$ cat src/rtl/i2c_rx_if.sv
// Bus-side bundle of the I2C receive deserialiser: raw SCL/SDA, flow control
// and the word/status outputs.
interface i2c_rx_if #(
    parameter int DATA_W = 8
);
    logic              scl_i;
    logic              sda_i;
    logic              enable_desp;
    logic              ready_i;
    logic              ovr_clr_i;
    logic [DATA_W-1:0] data_o;
    logic              valid_o;
    logic              start_o;
    logic              stop_o;
    logic              overrun_o;
    logic              busy_o;

    modport master (
        output scl_i, sda_i, enable_desp, ready_i, ovr_clr_i,
        input  data_o, valid_o, start_o, stop_o, overrun_o, busy_o
    );

    modport slave (
        input  scl_i, sda_i, enable_desp, ready_i, ovr_clr_i,
        output data_o, valid_o, start_o, stop_o, overrun_o, busy_o
    );
endinterface

$ cat src/rtl/i2c_rx_deserializer.sv
// Passive I2C receiver: synchronises SCL/SDA, detects START/STOP, shifts in
// DATA_W-bit words (skipping the ACK slot) and hands them to a valid/ready register.
module i2c_rx_deserializer #(
    parameter int DATA_W      = 8,
    parameter int MSB_FIRST   = 1,
    parameter int SYNC_STAGES = 2
) (
    input  logic     clk,
    input  logic     rst_n,
    i2c_rx_if.slave  bus
);
    localparam int CNT_W = $clog2(DATA_W + 1);

    typedef enum logic [1:0] {
        IDLE = 2'd0,
        RECV = 2'd1,
        ACK  = 2'd2
    } state_t;

    state_t                 state_q, state_d;
    logic [SYNC_STAGES-1:0] scl_sync_q, scl_sync_d;
    logic [SYNC_STAGES-1:0] sda_sync_q, sda_sync_d;
    logic                   scl_hist_q, scl_hist_d;
    logic                   sda_hist_q, sda_hist_d;
    logic [CNT_W-1:0]       cnt_q, cnt_d;
    logic [DATA_W-1:0]      shift_q, shift_d;
    logic [DATA_W-1:0]      data_q, data_d;
    logic                   valid_q, valid_d;
    logic                   start_q, start_d;
    logic                   stop_q, stop_d;
    logic                   ovr_q, ovr_d;
    logic                   busy_q, busy_d;

    logic                   scl_s, sda_s;
    logic                   scl_rise, start_det, stop_det;
    logic                   word_offer;
    logic [DATA_W-1:0]      shifted;

    assign scl_s = scl_sync_q[SYNC_STAGES-1];
    assign sda_s = sda_sync_q[SYNC_STAGES-1];

    // Only the last synchroniser stage and its history flop feed detection.
    assign scl_rise  = scl_s & ~scl_hist_q;
    assign start_det = scl_s & scl_hist_q &  sda_hist_q & ~sda_s;
    assign stop_det  = scl_s & scl_hist_q & ~sda_hist_q &  sda_s;

    always_comb begin
        scl_sync_d = {scl_sync_q[SYNC_STAGES-2:0], bus.scl_i};
        sda_sync_d = {sda_sync_q[SYNC_STAGES-2:0], bus.sda_i};
        scl_hist_d = scl_s;
        sda_hist_d = sda_s;
    end

    always_comb begin
        if (MSB_FIRST != 0) begin
            shifted = {shift_q[DATA_W-2:0], sda_s};
        end else begin
            shifted = {sda_s, shift_q[DATA_W-1:1]};
        end
    end

    // Bus conditions outrank an SCL rise seen in the same cycle.
    always_comb begin
        state_d    = state_q;
        cnt_d      = cnt_q;
        shift_d    = shift_q;
        word_offer = 1'b0;
        if (stop_det) begin
            state_d = IDLE;
            cnt_d   = '0;
            shift_d = '0;
        end else if (start_det) begin
            state_d = RECV;
            cnt_d   = '0;
            shift_d = '0;
        end else if (scl_rise) begin
            unique case (state_q)
                RECV: begin
                    if (bus.enable_desp) begin
                        if (cnt_q == CNT_W'(DATA_W - 1)) begin
                            word_offer = 1'b1;
                            state_d    = ACK;
                            cnt_d      = '0;
                            shift_d    = '0;
                        end else begin
                            cnt_d   = cnt_q + CNT_W'(1);
                            shift_d = shifted;
                        end
                    end
                end
                ACK:     state_d = RECV;
                default: state_d = state_q;
            endcase
        end
    end

    // Output register: a pending word is never overwritten unless accepted.
    always_comb begin
        data_d  = data_q;
        valid_d = valid_q;
        ovr_d   = ovr_q;
        if (bus.ovr_clr_i) begin
            ovr_d = 1'b0;
        end
        if (word_offer) begin
            if (!valid_q || bus.ready_i) begin
                data_d  = shifted;
                valid_d = 1'b1;
            end else begin
                ovr_d = 1'b1;
            end
        end else if (valid_q && bus.ready_i) begin
            valid_d = 1'b0;
        end
        start_d = start_det;
        stop_d  = stop_det;
        busy_d  = (state_d != IDLE);
    end

    always_ff @(posedge clk or negedge rst_n) begin
        if (!rst_n) begin
            state_q    <= IDLE;
            scl_sync_q <= '1;
            sda_sync_q <= '1;
            scl_hist_q <= 1'b1;
            sda_hist_q <= 1'b1;
            cnt_q      <= '0;
            shift_q    <= '0;
            data_q     <= '0;
            valid_q    <= 1'b0;
            start_q    <= 1'b0;
            stop_q     <= 1'b0;
            ovr_q      <= 1'b0;
            busy_q     <= 1'b0;
        end else begin
            state_q    <= state_d;
            scl_sync_q <= scl_sync_d;
            sda_sync_q <= sda_sync_d;
            scl_hist_q <= scl_hist_d;
            sda_hist_q <= sda_hist_d;
            cnt_q      <= cnt_d;
            shift_q    <= shift_d;
            data_q     <= data_d;
            valid_q    <= valid_d;
            start_q    <= start_d;
            stop_q     <= stop_d;
            ovr_q      <= ovr_d;
            busy_q     <= busy_d;
        end
    end

    assign bus.data_o    = data_q;
    assign bus.valid_o   = valid_q;
    assign bus.start_o   = start_q;
    assign bus.stop_o    = stop_q;
    assign bus.overrun_o = ovr_q;
    assign bus.busy_o    = busy_q;

endmodule

$ cat src/flat_wrapper.sv
// flat-port wrapper written by rule: the top's interface ports become plain ports
module i2c_rx_deserializer_flat 
#(
    parameter int DATA_W      = 8,
    parameter int MSB_FIRST   = 1,
    parameter int SYNC_STAGES = 2
)
  (clk, rst_n, bus_scl_i, bus_sda_i, bus_enable_desp, bus_ready_i, bus_ovr_clr_i, bus_data_o, bus_valid_o, bus_start_o, bus_stop_o, bus_overrun_o, bus_busy_o);
  i2c_rx_if #(.DATA_W(DATA_W)) bus_i ();
  input  logic clk;
  input  logic rst_n;
  input wire logic [$bits(bus_i.scl_i)-1:0] bus_scl_i;
  input wire logic [$bits(bus_i.sda_i)-1:0] bus_sda_i;
  input wire logic [$bits(bus_i.enable_desp)-1:0] bus_enable_desp;
  input wire logic [$bits(bus_i.ready_i)-1:0] bus_ready_i;
  input wire logic [$bits(bus_i.ovr_clr_i)-1:0] bus_ovr_clr_i;
  output wire logic [$bits(bus_i.data_o)-1:0] bus_data_o;
  output wire logic [$bits(bus_i.valid_o)-1:0] bus_valid_o;
  output wire logic [$bits(bus_i.start_o)-1:0] bus_start_o;
  output wire logic [$bits(bus_i.stop_o)-1:0] bus_stop_o;
  output wire logic [$bits(bus_i.overrun_o)-1:0] bus_overrun_o;
  output wire logic [$bits(bus_i.busy_o)-1:0] bus_busy_o;
  assign bus_i.scl_i = bus_scl_i;
  assign bus_i.sda_i = bus_sda_i;
  assign bus_i.enable_desp = bus_enable_desp;
  assign bus_i.ready_i = bus_ready_i;
  assign bus_i.ovr_clr_i = bus_ovr_clr_i;
  assign bus_data_o = bus_i.data_o;
  assign bus_valid_o = bus_i.valid_o;
  assign bus_start_o = bus_i.start_o;
  assign bus_stop_o = bus_i.stop_o;
  assign bus_overrun_o = bus_i.overrun_o;
  assign bus_busy_o = bus_i.busy_o;
  i2c_rx_deserializer #(.DATA_W(DATA_W), .MSB_FIRST(MSB_FIRST), .SYNC_STAGES(SYNC_STAGES)) u_core (.clk(clk), .rst_n(rst_n), .bus(bus_i));
endmodule
$ cat config.mk
export PLATFORM = sky130hd
export DESIGN_NAME = i2c_rx_deserializer_flat
export DESIGN_NICKNAME = d
export VERILOG_FILES = /design/src/rtl/i2c_rx_if.sv /design/src/rtl/i2c_rx_deserializer.sv /design/src/flat_wrapper.sv
export SDC_FILE = /design/constraint.sdc
export NUM_CORES = 1
export LEC_CHECK = 0
export BUFFER_PORTS_ARGS = -buffer_cell sky130_fd_sc_hd__buf_4
export CORE_ASPECT_RATIO = 0.75
export CORE_MARGIN = 5
export CORE_UTILIZATION = 35
export CTS_BUF_LIST = sky130_fd_sc_hd__clkbuf_4
export CTS_CLUSTER_DIAMETER = 100
export DETAILED_ROUTE_END_ITERATION = 6
export GPL_ROUTABILITY_DRIVEN = 0
export GPL_TIMING_DRIVEN = 0
export PLACE_DENSITY = 0.55
export SLEW_MARGIN = 30
export SYNTH_ARGS = -nofsm -noshare
export SYNTH_HDL_FRONTEND = slang
export SYNTH_SLANG_ARGS = --single-unit
$ cat constraint.sdc
create_clock -name clk -period 2 [get_ports clk]
set_clock_uncertainty 0.2 [all_clocks]
set_input_delay 0.1 -clock clk [delete_from_list [all_inputs] [get_ports clk]]
set_output_delay 0.1 -clock clk [all_outputs]
set_load 0.03 [all_outputs]
==> results.tsv <==
stage	metric	value	unit
sta	Slew HR	0.7383	
power_and_ir_drop	P_int	939.9	uW
logic_synthesis	Synth Register Bits	32	
grt	vias in the first global route	850	
worst_setup_path	CP bufs+invs	3	
worst_setup_path	CP required	2.01	ns
route	final WL	2.217	mm
worst_setup_path	CP Depth	7	
grt	largest net degree at the start of global routing	33	
worst_setup_path	crit path max fanout	7	
floorplanning	Die Y	62.88	um
clocking	Reg clk slew, reported paths	0.09	ns
grt	grt peak-use layer	met2	
place	DP Cell Count	163	
sta	post-route setup TNS	0	ns
sta	Hold Vio Cnt, Final	0	
worst_setup_path	Setup crit end kind	flip-flop	
layout	most common cell after layout, fill and taps aside	dfrtp_1	
sta	Slew Viols, Final	0	
worst_setup_path	CP Class	reg2reg	
floorplanning	Die Wd	80.51	um
clocking	Worst-Skew Late Latency	0.31	ns
worst_setup_path	CP delay by family, top	buffers and inverters	
route	1st-iter DRT viols	17	
floorplanning	Die Area	0.005062	sq mm
power_and_ir_drop	Sw Ratio	0.2480	
worst_setup_path	FF-to-FF End	u_core.bus.overrun_o	
place	area of placed instances	0.001513	sq mm
power_and_ir_drop	Sw Pwr	310.1	uW
worst_setup_path	Arr. time, crit path	1.92	ns
power_and_ir_drop	combinational power share	0.129	
place	# port buffers	19	
floorplanning	row count	19	
place	dpl hpwl	1.576	mm
logic_synthesis	syn_nets	102	
worst_setup_path	crit-path cells	inv_1 > ha_1 > and4b_1 > buf_6 > nand2_1 > o22ai_1 > dlygate4sd3_1	
worst_hold_path	Worst Hold Class	in2async	
grt	routing usage on met1	0.1289	
place	Setup Slack @ Placement	0.08020	ns
layout	Area growth, synth to finish	26.08	%
worst_setup_path	CP startpoint	u_core.state_q[1]	
layout	number of antenna diodes	0	
route	DR vias/cell	4.637	
grt	global routing usage on met2	0.1488	
power_and_ir_drop	Seq pwr share	0.584	
worst_setup_path	crit path launch type	flip-flop	
logic_synthesis	mapped cell area	0.001305	sq mm
worst_setup_path	R2R Setup Slk	0.09	ns
run_status	run status	complete, no violations	
grt	first-pass GRT wire length	3.884	mm
sta	Final min period	1.912	ns
worst_setup_path	R2R cell count	7	
route	DR DRC count	0	
route	via count	830	
sta	Final setup viols	0	
grt	total global routing overflow	0	
grt	Total GRT Usage	0.1013	
layout	layout cells sized above 1	0.3937	
layout	Net count, final	136	
route	Avg WL per Cell	12.39	um
clocking	clock buffer depth	2	
worst_setup_path	Slowest Stage Delay on Critical Path	0.55	ns
sta	Final WS setup	0.08818	ns
logic_synthesis	Yosys warnings	0	
layout	Layout Utilization	0.4524	
clocking	CTS Buf Count	5	
logic_synthesis	Mapped Cells	92	
worst_setup_path	critical path's slowest cell	dlygate4sd3_1	
route	DRT antenna net count	0	
sta	fmax	0.5231	GHz
floorplanning	Starting Density	0.3588	
route	Pre-Repair DR Iteration Count	2	
grt	initial antenna violation count	0	
floorplanning	core box area	0.003637	sq mm
power_and_ir_drop	Clock power frac	0.287	
layout	Post-Layout Inst Area	0.001645	sq mm
power_and_ir_drop	PD cells	759.7	mW/mm^2
clocking	CTS Sinks	32	
logic_synthesis	Seq/Total Area, Yosys	0.6194	
power_and_ir_drop	peak supply drop	386.6	uV
clocking	H-tree levels	2	
sta	period utilization	0.9559	
logic_synthesis	average size of a mapped cell	14.18	sq um
clocking	CTS tree	built	
worst_setup_path	worst r2r src	u_core.state_q[1]	
worst_setup_path	worst setup path endpoint	u_core.bus.overrun_o	
power_and_ir_drop	Leak	0.7972	nW
floorplanning	Ports	20	
flow_run	Max Cap Viol	0	
layout	Non-Filler Instances	179	
sta	Worst-Margin Slew	0.3925	ns
clocking	clock root buffer	clkbuf_4	
logic_synthesis	Distinct cells, synth	30	
layout	most frequent cells in the layout	26 x dfrtp_1, 21 x buf_4, 8 x mux2_4, 7 x clkbuf_4	
grt	grt met3 use	0.04323	
==> worst min path at each step <==
stage	from	endpoint	slack, ns	cells past startpoint
final	rst_n	u_core.bus.valid_o	0.05	2
after global routing	rst_n	u_core.bus.data_o[6]	0.06	2
after CTS	rst_n	u_core.bus.valid_o	0.05	2
after detailed placement	rst_n	u_core.bus.data_o[6]	-0.14	1
after global placement	rst_n	u_core.bus.data_o[6]	-0.14	1
after floorplan	rst_n	u_core.bus.busy_o	-0.40	0
==> area by class of cell <==
cell class              instances  area (sq um)
plain buffers                   2         22.52
clock buffers                   7         52.55
clock inverters                 1         3.754
fillers                       353          1992
inverters                       3         11.26
multi-input cells              55         464.2
flip-flops and latches         32         808.3
well taps                      52         65.06
repair buffers                 27         217.7
==> per-layer routing <==
metal / part of all wire / wire length (um)
met1: 0.48 / 1062
met2: 0.47 / 1046
met5: 0 / 0
met4: 0.0081 / 18
met3: 0.041 / 90
==> synth_stat cells <==
cell type | n | area (sq um)
and2b_1 | 1 | 7.510
o32ai_1 | 1 | 8.760
inv_1 | 3 | 11.26
o21ai_0 | 1 | 5.000
ha_1 | 3 | 37.54
dfstp_2 | 6 | 157.7
or3_1 | 1 | 6.260
mux2_2 | 1 | 11.26
nor3b_1 | 2 | 15.01
nor3_1 | 2 | 10.01
and4bb_2 | 1 | 12.51
o22ai_1 | 1 | 6.260
nor2_1 | 6 | 22.52
o31a_1 | 1 | 8.760
nand2_1 | 5 | 18.77
nand2b_1 | 4 | 25.02
a22o_1 | 6 | 52.55
a21oi_1 | 1 | 5.000
nor2_2 | 1 | 6.260
mux2i_1 | 1 | 10.01
mux2_4 | 8 | 120.1
and3_4 | 1 | 11.26
mux2_1 | 1 | 11.26
and3b_1 | 2 | 17.52
buf_6 | 2 | 22.52
xor2_1 | 1 | 8.760
and4b_1 | 1 | 10.01
nand4_1 | 1 | 6.260
a21oi_2 | 1 | 8.760
dfrtp_1 | 26 | 650.6
==> cells by family (layout without fill, tap and decap cells) <==
family	after synthesis	after routing	share of synthesized area
flops	32	32	0.6194
mux	11	11	0.1170
simple gates	28	28	0.1294
xor+xnor	1	1	0.006713
fa+ha+maj	3	3	0.02877
compound gates	12	12	0.07287
buf+inv	5	40	0.02589
==> power by group through the flow <==
stage | combinational, mW | sequential, mW | clock [mW]
after floorplan | 0.0809 | 0.750 | 0
after global placement | 0.142 | 0.742 | 0
after detailed placement | 0.148 | 0.743 | 0
after CTS | 0.156 | 0.731 | 0.380
after global routing | 0.184 | 0.736 | 0.416
final | 0.162 | 0.729 | 0.359
==> through the flow <==
| stage | hold WS [ns] | total power, mW |
|---|---|---|
| 4_1_cts | 0.04558 | 1.267 |
| 3_3_place_gp | -0.1412 | 0.8839 |
| 5_1_grt | 0.06161 | 1.336 |
| 3_5_place_dp | -0.1390 | 0.8913 |
| 6_report | 0.04803 | 1.250 |
| 2_1_floorplan | -0.3956 | 0.8308 |
==> registers in the layout, summed over array words and instances (netlist names) <==
signal	cells
u_core.bus.data_o	8
u_core.shift_q	7
u_core.cnt_q	4
u_core.scl_sync_q	2
u_core.sda_sync_q	2
u_core.state_q	2
u_core.bus.busy_o	1
u_core.bus.overrun_o	1
u_core.bus.start_o	1
u_core.bus.stop_o	1
u_core.bus.valid_o	1
u_core.scl_hist_q	1
u_core.sda_hist_q	1
==> timing repair <==
item,4_1_cts,5_1_grt
endpoints found under the hold margin,36,0
setup buffers,0,2
resized for setup,0,1
hold buffers,6,0
setup endpoints to repair,0,1
(Power assumes the default switching activity.)
